--- src/rtl/i2s_tx.sv ---
// i2s_tx: mono I2S transmitter. A one-deep holding register is loaded by
// the sample_valid strobe and copied into the frame register at each
// frame boundary. The frame register is shifted out MSB-first into both
// the left and the right slot, with the standard I2S one-bit delay.
// bclk is derived from clk through a divider. Dropping enable lets the
// current frame finish before the serial clocks stop.
// Optional build macro: I2S_TX_UNDERRUN_EN adds a saturating
// underrun_count output.
module i2s_tx #(
  parameter int data_width = 16,
  parameter int bclk_div   = 4,
  parameter int slot_width = 32
) (
  input  logic                  clk,
  input  logic                  reset,
  input  logic                  enable,
  input  logic [data_width-1:0] sample_in,
  input  logic                  sample_valid,
  output logic                  bclk,
  output logic                  lrclk,
  output logic                  sdata,
  output logic                  frame_start,
  output logic                  running
`ifdef I2S_TX_UNDERRUN_EN
  ,
  output logic [15:0]           underrun_count
`endif
);

  localparam int DIV_W = (bclk_div > 1) ? $clog2(bclk_div) : 1;
  localparam int BIT_W = $clog2(2 * slot_width);

  localparam logic [DIV_W-1:0] DIV_LAST = DIV_W'(bclk_div - 1);
  localparam logic [BIT_W-1:0] BIT_LAST = BIT_W'(2 * slot_width - 1);
  localparam logic [BIT_W-1:0] SLOT_W   = BIT_W'(slot_width);
  localparam logic [BIT_W-1:0] DATA_W   = BIT_W'(data_width);

  typedef enum logic [1:0] {
    IDLE  = 2'd0,
    RUN   = 2'd1,
    DRAIN = 2'd2
  } state_t;

  state_t state;
  state_t next_state;

  logic [DIV_W-1:0]      div_cnt;
  logic [BIT_W-1:0]      bit_cnt;
  logic [data_width-1:0] holding;
  logic [data_width-1:0] frame_reg;
  logic                  fresh;

  logic                  div_tick;
  logic                  bclk_fall;
  logic                  frame_end;
  logic                  boundary;
  logic [BIT_W-1:0]      next_bit;
  logic [BIT_W-1:0]      slot_pos;
  logic [data_width-1:0] frame_shifted;
  logic                  next_sdata;

  // Divider wrap, bclk falling edge, frame end and frame boundary detection.
  always_comb begin
    div_tick  = (state != IDLE) && (div_cnt == DIV_LAST);
    bclk_fall = div_tick && bclk;
    frame_end = bclk_fall && (bit_cnt == BIT_LAST);
    boundary  = ((state == IDLE) && enable) ||
                ((state == RUN) && frame_end) ||
                ((state == DRAIN) && frame_end && enable);
  end

  // Bit position, lrclk and sdata values that take effect on the next bclk fall.
  always_comb begin
    // NOTE: every signal gets a default first, so no path leaves one unassigned and no latch is inferred.
    next_bit      = (bit_cnt == BIT_LAST) ? '0 : bit_cnt + BIT_W'(1);
    slot_pos      = (next_bit >= SLOT_W) ? next_bit - SLOT_W : next_bit;
    frame_shifted = frame_reg << (slot_pos - BIT_W'(1));
    next_sdata    = 1'b0;
    if ((slot_pos >= BIT_W'(1)) && (slot_pos <= DATA_W)) begin
      next_sdata = frame_shifted[data_width-1];
    end
  end

  // State register.
  always_ff @(posedge clk) begin
    // NOTE: sequential state uses non-blocking assignments, so every register samples its pre-edge inputs.
    if (reset) begin
      state <= IDLE;
    end else begin
      state <= next_state;
    end
  end

  // Next-state logic: run on enable, and drain to the end of the frame when enable drops.
  always_comb begin
    next_state = state;
    case (state)
      IDLE:    if (enable) next_state = RUN;
      RUN:     if (!enable) next_state = DRAIN;
      DRAIN: begin
        if (enable) begin
          next_state = RUN;
        end else if (frame_end) begin
          next_state = IDLE;
        end
      end
      default: next_state = IDLE;
    endcase
  end

  // FSM outputs.
  always_comb begin
    running = (state != IDLE);
  end

  // Holding register, fresh flag and frame register hand-off.
  always_ff @(posedge clk) begin
    // NOTE: the sample registers are cleared on reset, so a restart never replays stale audio.
    if (reset) begin
      holding     <= '0;
      fresh       <= 1'b0;
      frame_reg   <= '0;
      frame_start <= 1'b0;
    end else begin
      frame_start <= boundary;
      if (boundary) begin
        frame_reg <= holding;
      end
      // A strobe on the boundary edge stays fresh for the following frame.
      if (sample_valid) begin
        holding <= sample_in;
        fresh   <= 1'b1;
      end else if (boundary) begin
        fresh <= 1'b0;
      end
    end
  end

  // bclk divider, bit counter and serial outputs.
  always_ff @(posedge clk) begin
    if (reset || (state == IDLE) || (next_state == IDLE)) begin
      // Idle, leaving drain, or reset: every serial line is parked low and the counters are cleared.
      div_cnt <= '0;
      bit_cnt <= '0;
      bclk    <= 1'b0;
      lrclk   <= 1'b0;
      sdata   <= 1'b0;
    end else begin
      div_cnt <= div_tick ? '0 : div_cnt + DIV_W'(1);
      if (div_tick) begin
        bclk <= ~bclk;
      end
      if (bclk_fall) begin
        bit_cnt <= next_bit;
        lrclk   <= (next_bit >= SLOT_W);
        sdata   <= next_sdata;
      end
    end
  end

`ifdef I2S_TX_UNDERRUN_EN
  // Count boundaries that had no new sample. The entry boundary from IDLE is excluded.
  always_ff @(posedge clk) begin
    if (reset) begin
      underrun_count <= '0;
    end else if (boundary && (state != IDLE) && !fresh &&
                 (underrun_count != 16'hFFFF)) begin
      underrun_count <= underrun_count + 16'd1;
    end
  end
`endif

endmodule

--- config.mk ---
export PLATFORM = sky130hd
export DESIGN_NAME = i2s_tx
export DESIGN_NICKNAME = d
export VERILOG_FILES = /design/src/rtl/i2s_tx.sv
export SDC_FILE = /design/constraint.sdc
export NUM_CORES = 1
export LEC_CHECK = 0
export ABC_CLOCK_PERIOD_IN_PS = 1980
export CAP_MARGIN = 15
export CORE_AREA = 5 5 84 86
export CTS_CLUSTER_DIAMETER = 150
export DETAILED_ROUTE_END_ITERATION = 7
export DIE_AREA = 0 0 89 91
export DONT_BUFFER_PORTS = 1
export GPL_ROUTABILITY_DRIVEN = 0
export PLACE_DENSITY = 0.54
export SLEW_MARGIN = 20
export SYNTH_ARGS = -nofsm -noshare
export SYNTH_HDL_FRONTEND = slang
export SYNTH_SLANG_ARGS = --single-unit
--- constraint.sdc ---
create_clock -name clk -period 1.98 [get_ports clk]
set_input_delay 0.297 -clock clk [delete_from_list [all_inputs] [get_ports clk]]
set_output_delay 0.297 -clock clk [all_outputs]
set_load 0.1 [all_outputs]
==> metrics.txt, run 1 <==
ys async rst share 0; Crit Path Class flip-flop to flip-flop; normalized max-slew margin 0.659; fraction of the mapped netlist area in adder cells 0.0177; DIE AREA 8100 sq um; Primary FF master, synth dfxtp_1; antenna violations before repair 0; # setup viols final 0; cell area power density a little over 700 nW/um^2; DR pass1 iterations 4; TritonCTS clock tree yes; xor/xnor cell area share of the yosys netlist 0.0165; total CTS buffers 5; # nets final 266; placed insts 309; FF-to-FF Start bit_cnt[0]; Setup crit start bit_cnt[0]; top cells by area, synth dfxtp_1 43%, mux2i_1 17%, nor2_1 6.6%; # diodes 0; RSZ-0062 raised after global routing true; Post-DRT Antenna Nets 0; Seq/Total Area, Yosys 0.435; DRT iter0 DRCs 70; worst skew pair latency 0.30 ns; synth warn 0; vias post-DR 1590; CTS clk-pin slew, worst paths roughly 0.080 ns; I/O pin count 25; Cell Rows 29; period utilization 0.968; first-pass GRT wire length 7.12 mm; library cells used by synthesis 48; Routed WL per cell 14.0 microns; Clock Skew between 0.005 and 0.006 ns; worst slew pin tran approximately 0.5 ns; status finished clean; most area-hungry cell type in the Yosys netlist dfxtp_1; Initial Util 0.341; fill cell count about 620; Compound-Gate Fraction of Synth Area 0.131; EDFF count, synth 0; H-tree depth 2; endpoint type of the worst setup path flip-flop; Fin. Hold Viols 0; post-synth top area share 0.435; share of cells above drive strength 1 0.230; largest family of logic cells by synthesized area multiplexers; clk buf depth 2; CP max FO 8; Crit-path slowest cell dfxtp_4; syn nets 248; min-delay src enable; Pleak about 1.1 nW; WP data required between 2 and 2.5 ns; Max IR drop VDD 0.398 mV; Final TNS setup 0 ns; DR vias/cell a little under 5; Worst Path Arrival 2.11 ns; Finished Layout Cells 320; Die H between 90 and 100 microns; max_cap viols 0; Post-Synth Simple-Gate Area 0.178; vias in the first global route roughly 1500; Sink Count 46; Synth Cell Area roughly 2100 sq um; wirelength, routed approximately 4.5 mm; Residual DRC 0; multiplexer share of the synthesized area 0.181; pin count of the biggest net entering global routing 39; sequence of cells on the critical path ha_4 > buf_4 > nand2_1 > nor2_2 > nand3_2 > o22ai_4 > clkbuf_16 > mux2i_1 > nor2_1; crit-path max cell delay 0.38 ns; GRT Total Usage 0.112; Slew Viols, Final 0; Root Buffer clkbuf_8; startpoint types flip-flop; HP Class primary input to flip-flop; Die Span X 89 microns; core box area between 6000 and 7000 sq um; area grow syn2layout 20.6%; port bufs 0; Mapped Avg Cell Area 9.41 sq um; Final min period 1.92 ns; dpl hpwl approximately 3.1 mm; Max Clock Freq 0.522 GHz; Overflow after GRT 0; Synth Instances 225; Yosys reg bits 46
[cell type report]
cell class	count	area, sq um	share of cell area
timing repair buffer	24	228	0.0892
clock inverter	1	30.0	0.0118
clock buffer	6	82.6	0.0323
inverter	3	11.3	0.00441
sequential	46	933	0.366
tap	77	96.3	0.0377
multi-input combinational	163	1170	0.459
[timing repair]
item                                    4_1_cts  5_1_grt
cloned                                        0        2
pin swaps                                     0        7
resized for setup                             1       15
endpoints found under the setup margin        1       18
setup buffers                                 0        2
hold buffers                                  0        0
[routing by layer]
| layer | up-vias | share of wire | routed length [microns] | GRT usage |
|---|---|---|---|---|
| li1 | 826 | - | - | - |
| met1 | 729 | 0.48 | 2140 | 0.146 |
| met2 | 28 | 0.46 | 2070 | 0.174 |
| met3 | 7 | 0.038 | 171 | 0.0326 |
| met4 | 0 | 0.019 | 85 | 0.0459 |
| met5 | - | 0 | 0 | 0 |
[synth_stat cells (all sizes together), types with 2 or more instances]
cell type,n
o31a,2
a21o,4
o31ai,4
and2,2
a211oi,2
mux2,3
nand3,3
dfxtp,46
ha,3
inv,3
nand2,13
and3,2
buf,6
nor2b,3
o22ai,3
mux2i,35
o21ai,7
nor3,5
nand4,2
nor2,37
nand3b,2
clkbuf,7
a21oi,10
xor2,3
nand2b,3
[power breakdown]
group	leakage (nW)	total, W	switching, W	internal (W)
clock network	0.0573	0.000711	0.000307	0.000404
registers	0.378	0.000976	0.0000211	0.000955
logic	0.618	0.000140	0.0000678	0.0000719
[path summary, 6_finish.rpt]
| path | endpoint | slack (ns) | cells after the start |
|---|---|---|---|
| worst max-delay path | frame_reg[9] | 0.06 | 9 |
| worst min-delay path | state[1] | 0.07 | 1 |
| worst max register to register | frame_reg[9] | 0.06 | 9 |
| worst min register to register | div_cnt[0] | 0.44 | 1 |
[placed cells by master (no fill, tap or decap), types with 2 or more instances in the layout]
master      n
nor2_2      2
nor2_1     35
a211oi_1    2
nor3_1      3
xor2_1      3
o31ai_1     4
clkbuf_16   2
a21o_1      3
o21ai_0     6
nand2b_1    3
o22ai_1     2
nor2b_1     3
nor3_2      2
mux2_2      3
clkbuf_8    6
inv_2       2
o31a_1      2
nand4_1     2
ha_4        2
dfxtp_1    42
nand2_1    13
nand3b_1    2
a21oi_1     9
mux2i_1    35
buf_4      21
dfxtp_4     3
nand3_1     2
[stage by stage]
step	total power [W]	instance area [sq um]	setup WS, ns	hold WS (ns)	util
6_report	0.00183	2550	0.0641	0.0710	0.412
5_1_grt	0.00192	2550	-0.0296	0.0500	0.412
4_1_cts	0.00183	2440	0.0222	0.0582	0.393
3_5_place_dp	0.00112	2330	0.0105	0.379	0.375
3_3_place_gp	0.00112	2330	0.0402	0.378	0.375
2_1_floorplan	0.00111	2140	0.0128	0.376	-
[kinds of logic after synthesis]
| kind of cell | after synthesis |
|---|---|
| xor+xnor | 4 |
| buf+inv | 16 |
| compound gates | 40 |
| flops | 46 |
| fa+ha+maj | 3 |
| simple gates | 78 |
| mux | 38 |
[worst max-delay path: cells and delay by family, from the launching register on]
kind                       cells  cell delay, ns
and+or+nand+nor                4            0.42
DFF                            1            0.38
buffers and inverters          2            0.34
AOI/OAI and AO/OA              1            0.33
muxes                          1            0.19
adders and majority gates      1            0.15
Note: power is estimated with default switching activity, not from simulation.
==> run 2, diff against run 1 <==
--- a/config.mk
+++ b/config.mk
@@ -7,10 +7,10 @@
 export LEC_CHECK = 0
 export ABC_CLOCK_PERIOD_IN_PS = 1980
 export CAP_MARGIN = 15
-export CORE_AREA = 5 5 84 86
+export CORE_AREA = 2 2 81 83
 export CTS_CLUSTER_DIAMETER = 150
 export DETAILED_ROUTE_END_ITERATION = 7
-export DIE_AREA = 0 0 89 91
+export DIE_AREA = 0 0 83 85
 export DONT_BUFFER_PORTS = 1
 export GPL_ROUTABILITY_DRIVEN = 0
 export PLACE_DENSITY = 0.54
==> metrics.txt, run 2 (synthesis gave the netlist of run 1 again) <==
most frequent cells in the layout 42 x dfxtp_1, 35 x mux2i_1, 35 x nor2_1; Final TNS setup 0 ns; total chip power 0.00170 W; FF-to-FF Start bit_cnt[0]; vias post-DR 1610; H-tree depth 2; total CTS buffers 5; DRT iter0 DRCs around 110; status finished clean; antenna violations before repair 0; CTS clk-pin slew, worst paths 0.09 ns; Final min period 1.89 ns; GRT Total Usage 0.120; Max Clock Freq 0.528 GHz; CP max FO 7; Die H 85 microns; WP data required 2.21 ns; HP Class primary input to flip-flop; Pleak 1.06 nW; clk buf depth 2; Sink Count 46; vias in the first global route roughly 1500; DR pass1 iterations 4; DIE AREA about 7000 sq um; first-pass GRT wire length 7.03 mm; Cell Rows 29; I/O pin count 25; R2R Path End sdata; reg2reg path depth 7; port bufs 0; Clock Skew 0.00565 ns; Crit Path Class flip-flop to flip-flop; Critical Path Sink sdata; normalized max-slew margin 0.660; Worst Path Arrival around 2.1 ns; RSZ-0062 raised after global routing true; Slew Viols, Final 0; Setup crit start bit_cnt[0]; Die Span X 83 microns; Finished Cell Area 2560 sq um; core box area about 6200 sq um; FF-to-FF setup slack 0.09 ns; Hold WS 0.0631 ns; Root Buffer clkbuf_8; pin count of the biggest net entering global routing 39; cell area power density 665 nW/um^2; Residual DRC 0; leading cell type in the layout, fill and taps excluded dfxtp_1; crit-path max cell delay about 0.50 ns; wirelength, routed between 4 and 5 mm; startpoint types flip-flop; endpoint type of the worst setup path flip-flop; # setup viols final 0; Routed WL per cell 13.2 microns; Crit-path slowest cell or4_1; dpl hpwl about 2.9 mm; TritonCTS clock tree yes; area grow syn2layout 20.9%; final core utilization 0.413; Fin. Hold Viols 0; worst skew pair latency 0.30 ns; period utilization 0.957; max_cap viols 0; # diodes 0; Max IR drop VDD around 0.44 mV; Initial Util 0.341; Placed Instance Area 2330 sq um; sequence of cells on the critical path ha_4 > and2_4 > a21oi_4 > mux2_2 > o22ai_1 > or4_1 > o211ai_1; DR vias/cell 4.98; # nets final 268; Overflow after GRT 0; share of cells above drive strength 1 0.252; worst slew pin tran 0.513 ns; Post-DRT Antenna Nets 0
==> run 2: changes by cell type in the layout (fill, tap and decap cells not counted), sizes merged <==
cell    delta
buf        +2
bufinv     -1
clkbuf     -1
clkinv     +2
inv        +1
==> run 2: area by class of cell <==
cell class              count  area, sq um
clock buffers               5         68.8
clock inverters             3         18.8
fillers                   616         3640
inverters                   3         13.8
multi-input cells         163         1190
flip-flops and latches     46          933
well taps                  77         96.3
repair buffers             26          243
==> run 2: power breakdown <==
group / switching, W / internal, W / total, W
sequential: 0.0000209 / 0.000955 / 0.000976
clock: 0.000338 / 0.000249 / 0.000587
combinational: 0.0000672 / 0.0000721 / 0.000139
==> run 2: what timing repair did <==
| item | 4_1_cts | 5_1_grt |
|---|---|---|
| cloned | 0 | 2 |
| gates resized for setup | 1 | 20 |
| pin swaps | 0 | 10 |
| hold buffers | 0 | 0 |
| endpoints found under the hold margin | 0 | 0 |
| setup endpoints to repair | 1 | 19 |
| buffers inserted | 0 | 4 |
==> run 2: critical path, delay by kind of cell (launching register included) <==
kind,cells,cell delay (ns)
flip-flops,1,0.38
AO/OA/AOI/OAI,3,0.39
multiplexers,1,0.21
adder cells (fa/ha/maj),1,0.17
AND/OR/NAND/NOR,2,0.68
==> run 2: metrics by stage <==
step,instances,setup slack [ns]
2_1_floorplan,225,0.0128
3_3_place_gp,309,0.0380
3_5_place_dp,309,0.00477
4_1_cts,317,0.00670
5_1_grt,323,-0.0161
6_report,323,0.0855
==> run 2: worst min path at each step <==
stage | start | end | slack, ns | cells after the start
after CTS | reset | state[0] | 0.05 | 1
after detailed placement | reset | state[0] | 0.38 | 1
after global routing | reset | frame_start | 0.04 | 1
final | enable | state[1] | 0.06 | 1
after floorplan | enable | state[1] | 0.38 | 1
after global placement | reset | state[0] | 0.38 | 1
==> run 2: routing by layer <==
metal	share of wire	track usage	routed length, microns	vias up
met3	0.039	0.0331	168	6
met4	0.012	0.0402	51	0
met1	0.48	0.159	2040	743
li1	-	-	-	834
met5	0	0	0	-
met2	0.47	0.191	2010	27
==> run 3, diff against run 2 <==
--- a/config.mk
+++ b/config.mk
@@ -5,7 +5,7 @@
 export SDC_FILE = /design/constraint.sdc
 export NUM_CORES = 1
 export LEC_CHECK = 0
-export ABC_CLOCK_PERIOD_IN_PS = 1980
+export ABC_CLOCK_PERIOD_IN_PS = 2000
 export CAP_MARGIN = 15
 export CORE_AREA = 2 2 81 83
 export CTS_CLUSTER_DIAMETER = 150
@@ -13,7 +13,8 @@
 export DIE_AREA = 0 0 83 85
 export DONT_BUFFER_PORTS = 1
 export GPL_ROUTABILITY_DRIVEN = 0
-export PLACE_DENSITY = 0.54
+export PLACE_DENSITY = 0.52
+export SKIP_CTS_REPAIR_TIMING = 1
 export SLEW_MARGIN = 20
 export SYNTH_ARGS = -nofsm -noshare
 export SYNTH_HDL_FRONTEND = slang
==> constraint.sdc (replaced) <==
create_clock -name clk -period 2 [get_ports clk]
set_input_delay 0.3 -clock clk [delete_from_list [all_inputs] [get_ports clk]]
set_output_delay 0.3 -clock clk [all_outputs]
set_load 0.1 [all_outputs]
==> metrics.txt, run 3 (synthesis gave the netlist of run 1 again) <==
worst slew pin tran 0.509 ns; HP Class primary input to flip-flop; wirelength, routed 4.25 mm; clk buf depth 2; CTS clk-pin slew, worst paths 0.09 ns; Post-DRT Antenna Nets 0; vias post-DR approximately 1600; WP data required 2.23 ns; status finished clean; Largest delay share family, worst path compound AO/OA/AOI/OAI gates; Top Usage Layer GRT met2; H-tree depth 2; Crit Path Class flip-flop to flip-flop; DIE AREA 7060 sq um; port bufs 0; normalized max-slew margin 0.662; share of cells above drive strength 1 0.231; Die H 85 microns; startpoint types flip-flop; Max Clock Freq 0.520 GHz; CP max FO 4; Buf/Inv on CP 1; total CTS buffers 5; total chip power 0.00191 W; Final min period approximately 1.9 ns; max_cap viols 0; core box area ~6200 sq um; Crit-path slowest cell or4_1; GR Util met1 0.157; worst skew pair latency 0.30 ns; PnR worst setup slack 0.0755 ns; Overflow after GRT 0; Die Span X slightly above 80 microns; sequence of cells on the critical path inv_2 > ha_4 > o31a_1 > o22a_1 > o311a_1 > or4_1 > o211ai_1; fill cell count 625; # setup viols final 0; most frequent cells in the layout 42 x dfxtp_1, 35 x mux2i_1, 35 x nor2_1; I/O pin count 25; antenna violations before repair 0; crit-path max cell delay 0.50 ns; # diodes 0; Sink Count 46; # nets final 264; TritonCTS clock tree yes; period utilization 0.962; Fin. Hold Viols 0; leading cell type in the layout, fill and taps excluded dfxtp_1; Pleak 1.06 nW; endpoint type of the worst setup path flip-flop; Initial Util 0.341; Slew Viols, Final 0; Root Buffer clkbuf_8; grt met2 use 0.188; first-pass GRT wire length around 7 mm; Hold WS 0.0699 ns; DR vias/cell 4.95; DR pass1 iterations 4; Routed WL per cell about 13 microns; Register Area roughly 930 sq um; Worst Path Arrival 2.15 ns; Cell Rows 29; vias in the first global route 1520; met3 Use GR 0.0311; Clock Skew 0.00318 ns; Multi-input gate area 1190 sq um; area grow syn2layout 21.9%; Residual DRC 0; pin count of the biggest net entering global routing 39; DRT iter0 DRCs 103; cell area power density 738 nW/um^2; GRT Total Usage 0.121; Max IR drop VDD 0.451 mV; dpl hpwl 2.86 mm; pre-CTS WS 0.0645 ns
-- run 3: changes by cell type in the layout (fill, tap and decap cells not counted), sizes merged --
cell    previous run  this run
buf               24        20
inv                4         3
bufinv             0         1
clkbuf             7         9
clkinv             2         0
-- run 3: layout make-up --
cell class | count | area share
tap | 77 | 0.0373
inverter | 3 | 0.00436
multi-input combinational | 163 | 0.461
timing repair buffer | 22 | 0.0824
clock inverter | 1 | 0.0116
clock buffer | 7 | 0.0417
sequential | 46 | 0.362
-- run 3: path summary, 6_finish.rpt --
kind              start          end  slack [ns]  cells past startpoint
max reg2reg  bit_cnt[0]        sdata        0.08                      7
min reg2reg  div_cnt[0]   div_cnt[0]        0.43                      1
max          bit_cnt[0]        sdata        0.08                      7
min               reset  frame_start        0.07                      1
-- run 3: metrics by stage --
step           utilization  cell area, sq um   TNS, ns  cells
2_1_floorplan            -              2140         0    225
3_3_place_gp         0.373              2310         0    307
3_5_place_dp         0.373              2310         0    307
4_1_cts              0.395              2450         0    315
5_1_grt              0.416              2580  -0.00375    319
6_report             0.416              2580         0    319
-- run 3: metal layers --
metal / wire, microns / part of all wire
met1: 2090 / 0.49
met2: 1930 / 0.45
met3: 154 / 0.036
met4: 78 / 0.018
met5: 0 / 0
-- run 3: power by group --
group          switching, W  internal, W
Sequential        0.0000205     0.000945
Clock              0.000321     0.000483
Combinational     0.0000657    0.0000711
Total              0.000407      0.00150
